$ cat src/rtl/cp0_reg.sv
// Coprocessor-0 system-control register file: Count/Compare timer,
// Status/Cause/EPC exception bookkeeping and the mfc0 read port.
module cp0_reg #(
    parameter logic [31:0] PRID_VALUE   = 32'h0048_0102,
    parameter logic [31:0] CONFIG_VALUE = 32'h0000_8000
) (
    input  logic        clk,
    input  logic        rst,
    input  logic        we_i,
    input  logic [4:0]  waddr_i,
    input  logic [31:0] wdata_i,
    input  logic [4:0]  raddr_i,
    input  logic [5:0]  int_i,
    input  logic [31:0] exc_type_i,
    input  logic [31:0] exc_inst_addr_i,
    input  logic        exc_in_delayslot_i,
    output logic [31:0] rdata_o,
    output logic [31:0] count_o,
    output logic [31:0] compare_o,
    output logic [31:0] status_o,
    output logic [31:0] cause_o,
    output logic [31:0] epc_o,
    output logic [31:0] config_o,
    output logic [31:0] prid_o,
    output logic        timer_int_o
);

    localparam logic [4:0] ADDR_COUNT   = 5'd9;
    localparam logic [4:0] ADDR_COMPARE = 5'd11;
    localparam logic [4:0] ADDR_STATUS  = 5'd12;
    localparam logic [4:0] ADDR_CAUSE   = 5'd13;
    localparam logic [4:0] ADDR_EPC     = 5'd14;
    localparam logic [4:0] ADDR_PRID    = 5'd15;
    localparam logic [4:0] ADDR_CONFIG  = 5'd16;

    localparam logic [31:0] STATUS_RESET = 32'h1000_0000;

    logic [31:0] count_q,   count_d;
    logic [31:0] compare_q, compare_d;
    logic [31:0] status_q,  status_d;
    logic [31:0] cause_q,   cause_d;
    logic [31:0] epc_q,     epc_d;
    logic        timer_int_q, timer_int_d;

    logic        exc_take;
    logic        exc_eret;
    logic [4:0]  exc_code;

    // Decode the committed exception type into an ExcCode or eret.
    always_comb begin
        exc_take = 1'b1;
        exc_eret = 1'b0;
        exc_code = 5'd0;
        case (exc_type_i)
            32'h0000_0001: exc_code = 5'd0;
            32'h0000_0008: exc_code = 5'd8;
            32'h0000_0009: exc_code = 5'd9;
            32'h0000_000a: exc_code = 5'd10;
            32'h0000_000c: exc_code = 5'd12;
            32'h0000_000d: exc_code = 5'd13;
            32'h0000_000e: begin
                exc_take = 1'b0;
                exc_eret = 1'b1;
            end
            default: exc_take = 1'b0;
        endcase
    end

    // Next-state: mtc0 effects first, then exception effects override the fields they touch.
    always_comb begin
        count_d     = count_q + 32'd1;
        compare_d   = compare_q;
        status_d    = status_q;
        cause_d     = cause_q;
        epc_d       = epc_q;
        timer_int_d = timer_int_q;

        if ((compare_q != 32'd0) && (count_q == compare_q)) begin
            timer_int_d = 1'b1;
        end

        cause_d[15:10] = int_i;

        if (we_i) begin
            case (waddr_i)
                ADDR_COUNT:   count_d = wdata_i;
                ADDR_COMPARE: begin
                    compare_d   = wdata_i;
                    timer_int_d = 1'b0;
                end
                ADDR_STATUS:  status_d = wdata_i;
                ADDR_CAUSE:   begin
                    cause_d[9:8]   = wdata_i[9:8];
                    cause_d[23:22] = wdata_i[23:22];
                end
                ADDR_EPC:     epc_d = wdata_i;
                default:      ;
            endcase
        end

        if (exc_take) begin
            if (!status_q[1]) begin
                epc_d       = exc_in_delayslot_i ? (exc_inst_addr_i - 32'd4) : exc_inst_addr_i;
                cause_d[31] = exc_in_delayslot_i;
            end
            status_d[1]   = 1'b1;
            cause_d[6:2]  = exc_code;
        end else if (exc_eret) begin
            status_d[1] = 1'b0;
        end
    end

    // State registers with synchronous reset.
    always_ff @(posedge clk) begin
        if (rst) begin
            count_q     <= 32'd0;
            compare_q   <= 32'd0;
            status_q    <= STATUS_RESET;
            cause_q     <= 32'd0;
            epc_q       <= 32'd0;
            timer_int_q <= 1'b0;
        end else begin
            count_q     <= count_d;
            compare_q   <= compare_d;
            status_q    <= status_d;
            cause_q     <= cause_d;
            epc_q       <= epc_d;
            timer_int_q <= timer_int_d;
        end
    end

    // Combinational mfc0 read port over current state; no write bypass.
    always_comb begin
        rdata_o = 32'd0;
        case (raddr_i)
            ADDR_COUNT:   rdata_o = count_q;
            ADDR_COMPARE: rdata_o = compare_q;
            ADDR_STATUS:  rdata_o = status_q;
            ADDR_CAUSE:   rdata_o = cause_q;
            ADDR_EPC:     rdata_o = epc_q;
            ADDR_PRID:    rdata_o = PRID_VALUE;
            ADDR_CONFIG:  rdata_o = CONFIG_VALUE;
            default:      rdata_o = 32'd0;
        endcase
    end

    assign count_o     = count_q;
    assign compare_o   = compare_q;
    assign status_o    = status_q;
    assign cause_o     = cause_q;
    assign epc_o       = epc_q;
    assign config_o    = CONFIG_VALUE;
    assign prid_o      = PRID_VALUE;
    assign timer_int_o = timer_int_q;

endmodule

$ cat config.mk
export PLATFORM = sky130hd
export DESIGN_NAME = cp0_reg
export DESIGN_NICKNAME = d
export VERILOG_FILES = /design/src/rtl/cp0_reg.sv
export SDC_FILE = /design/constraint.sdc
export NUM_CORES = 1
export LEC_CHECK = 0
export CORE_MARGIN = 3
export CORE_UTILIZATION = 43
export DETAILED_ROUTE_END_ITERATION = 16
export PLACE_DENSITY = 0.85
export SLEW_MARGIN = 20
export SYNTH_ARGS = -nofsm -noshare
export SYNTH_HDL_FRONTEND = slang
export SYNTH_SLANG_ARGS = --single-unit
$ cat constraint.sdc
create_clock -name clk -period 3.02 [get_ports clk]
set_clock_uncertainty 0.05 [all_clocks]
set_input_delay 0.604 -clock clk [delete_from_list [all_inputs] [get_ports clk]]
set_output_delay 0.604 -clock clk [all_outputs]
set_load 0.02 [all_outputs]
==> results.md, run 1 <==
* Cell taking the most area after synthesis: dfxtp_1
* Max Cap Violations at 0
* HPWL after DPL at 27200 um
* Post-DR vias/cell at 5.65
* Die span in y at 147 um
* Nets at 1493
* Peak supply drop at 0.353 mV
* CTS H-Tree Depth at 4
* First-pass GRT wire length at 52200 um
* Combinational Power Share at 0.131
* Hold slack final at 428 ps
* Clk Latency, worst-skew pair at 420 ps
* Die area at 21800 um2
* Vias post-DR at 9361
* Power consumption at 5090 uW
* Crit path kind: primary input to output port
* Initial Utilization at 0.439
* 1st-pass router iterations at 5
* Hold crit path type: flip-flop to flip-flop
* Cell count after synthesis at 1081
* Dpl cells at 1618
* WL/cell at 21.4 um
* I/O Pins at 373
* EDFF count, synth at 0
* Status: completed
* Placer Congestion at 0.988
* Routed Antenna Nets at 0
* Port buffer count at 291
* CTS Sinks at 144
* Unique masters post-synth at 56
* Die width at 147 um
* Maximum clock frequency at 0.333 GHz
* Finished Layout Cells at 1656
* Fin. max-slew vios at 0
* Final Util at 0.635
* TritonCTS clock tree: yes
* Switching share of power at 0.241
* Min Clock Period, post-route at 3000 ps
* Clock transition at the registers of the reported paths at 60 ps
* Slew @ Worst Pin at 741 ps
* Startpoint Class: primary input
* CTS Buf Count at 17
* CTS Buffer Depth at 2
* Pleak at 0.00437 uW
* Crit-path cells: clkdlybuf4s50_1 -> nand3b_1 -> buf_4 -> nor3_4 -> buf_12 -> buf_16 -> a221o_1 -> clkdlybuf4s15_2
* Crit end category: output port
* Initial DRC count at 1072
* Initial antenna violation count at 2
* Share of cells above drive strength 1 at 0.100
* Total track usage at 0.310
* Seq cells post-synth at 144
* Wire length after detailed routing at 35400 um
* Worst Path Required at 2370 ps
* Sequential-to-total area share from yosys stat at 0.335
* Root Driver: clkbuf_16
* Area contributors post-synth: dfxtp_1 33%, a211oi_1 7.8%, nand2_1 7.2%
* Synth Warn # at 0
* Post-synth top area share at 0.335
* PwrDens at 409 nW/um2
* Core area at 19600 um2
* Internal at 3860 uW
* DRC violations left at 0
* Final Hold Fails at 0
* Synth cell count leaders: 164 x nand2_1, 144 x dfxtp_1, 89 x a211oi_1
* Switch Pwr at 1220 uW
* Avg Inst Size Synth at 7.96 um2
* Largest net degree at the start of global routing at 67
* Top_reg_cell synth: dfxtp_1
* Period Utilization, post-route at 0.993
* Total gr overflow at 0
* Count leader, synth: nand2_1
* Clk network pwr share at 0.483
* Row count at 51
* Final setup fails at 0
* Relative slew margins at 0.506
* Unrepaired setup endpoints after global routing: yes
* P&R area growth vs syn at 44.4%
* Vias in the first global route at 8412
* Crit-path max cell delay at 490 ps
* Worst Path Max Fanout at 14
* Worst path arrival time at 2340 ps
* CP max stage cell: clkdlybuf4s50_1
* Post-synth ARST share at 0
* Netlist Area Pre-Place at 8610 um2
* Register share of total power at 0.386
==> cell usage in the layout (no fill, tap or decap), types with 6 or more instances in the layout <==
master             n
buf_2             19
nand2_1          164
o21ai_1            6
nor2_1            64
or3_1              8
clkdlybuf4s50_1  255
bufinv_16          6
a21oi_1           70
conb_1            81
xnor2_1           56
a221o_1           13
nor2b_1           43
clkbuf_16         17
nor4_1            21
a22oi_1           15
xor2_1            29
and4_1             6
buf_12             6
nand3b_1           8
dfxtp_1          144
clkdlybuf4s15_2    7
a211oi_1          89
nand3_1           12
o21ai_0           28
nor3_1            20
inv_1             11
mux2i_1           38
nand4_1           24
buf_4             52
==> critical path: cells and delay by family <==
family                 cells  cell delay [ps]
AND/OR/NAND/NOR            2              160
buffers and inverters      5             1190
AO/OA/AOI/OAI              1              370
==> layout make-up <==
type / instances / area (um2)
tap: 265 / 332
clock buffer: 22 / 494
antenna: 3 / 7.51
clock inverter: 10 / 203
timing repair buffer: 349 / 3340
fill: 1723 / 7160
multi-input combinational: 852 / 5130
sequential: 144 / 2880
inverter: 11 / 41.3
==> power groups by stage <==
stage,Clock (uW),Combinational [uW],Sequential [uW]
3_5_place_dp,0,650,2000
2_1_floorplan,0,353,2020
5_1_grt,2560,703,1960
4_1_cts,2470,656,1960
6_report,2460,668,1960
3_3_place_gp,0,645,2000
==> path summary, 6_finish.rpt <==
check	cells after the start	endpoint	startpoint	slack, ps
worst min register to register	2	status_o[15]$_SDFFE_PP0P_	status_o[15]$_SDFFE_PP0P_	430
worst min-delay path	2	status_o[15]$_SDFFE_PP0P_	status_o[15]$_SDFFE_PP0P_	430
worst max-delay path	8	rdata_o[13]	raddr_i[4]	20
worst max register to register	5	count_o[26]$_SDFF_PP0_	count_o[3]$_SDFF_PP0_	750
==> state kept, by name, indices dropped and copies added, names as in the netlist <==
register     count
compare_o       32
count_o         32
timer_int_o      1
epc_o           32
cause_o         15
status_o        32
==> logic make-up (layout without fill, tap and decap cells) <==
| family | after synthesis | count (layout) | synth area share |
|---|---|---|---|
| simple gates | 403 | 403 | 0.234 |
| buf+inv | 164 | 392 | 0.107 |
| compound gates | 242 | 242 | 0.188 |
| fa+ha+maj | 2 | 2 | 0.00291 |
| flops | 144 | 144 | 0.335 |
| other cells | 2 | 84 | 0.000872 |
| mux | 39 | 39 | 0.0455 |
| xor+xnor | 85 | 85 | 0.0865 |
==> layer usage <==
| layer | GRT usage | share of wire | wire length [um] | vias to the layer above |
|---|---|---|---|---|
| met4 | 0.107 | 0.031 | 1110 | 0 |
| met5 | 0 | 0 | 0 | - |
| met3 | 0.0536 | 0.090 | 3180 | 71 |
| met1 | 0.432 | 0.42 | 14800 | 4499 |
| li1 | - | - | - | 4257 |
| met2 | 0.489 | 0.46 | 16300 | 534 |
==> through the flow <==
| stage | setup TNS, ps | area, um2 | setup WS [ps] |
|---|---|---|---|
| after floorplan | 0 | 8900 | 127 |
| after global placement | -9570 | 11800 | -406 |
| after detailed placement | -10680 | 11800 | -484 |
| after CTS | -213 | 12500 | -45.6 |
| after global routing | -177 | 12400 | -48.3 |
| final | 0 | 12400 | 21.5 |
==> repair_timing <==
item	in CTS	in global routing
gates cloned	1	0
gates resized for setup	114	20
hold buffers	0	0
buffers inserted	1	1
setup endpoints to repair	31	30
pin swaps	1	1
No activity file was read; power rests on OpenSTA's default activity.
==> inputs of run 2 (changes only) <==
--- a/config.mk
+++ b/config.mk
@@ -5,6 +5,7 @@
 export SDC_FILE = /design/constraint.sdc
 export NUM_CORES = 1
 export LEC_CHECK = 0
+export CAP_MARGIN = 0
 export CORE_MARGIN = 3
 export CORE_UTILIZATION = 43
 export DETAILED_ROUTE_END_ITERATION = 16
==> results of run 2 <==
Final layout, timing and power as in run 1 (identical DEF).
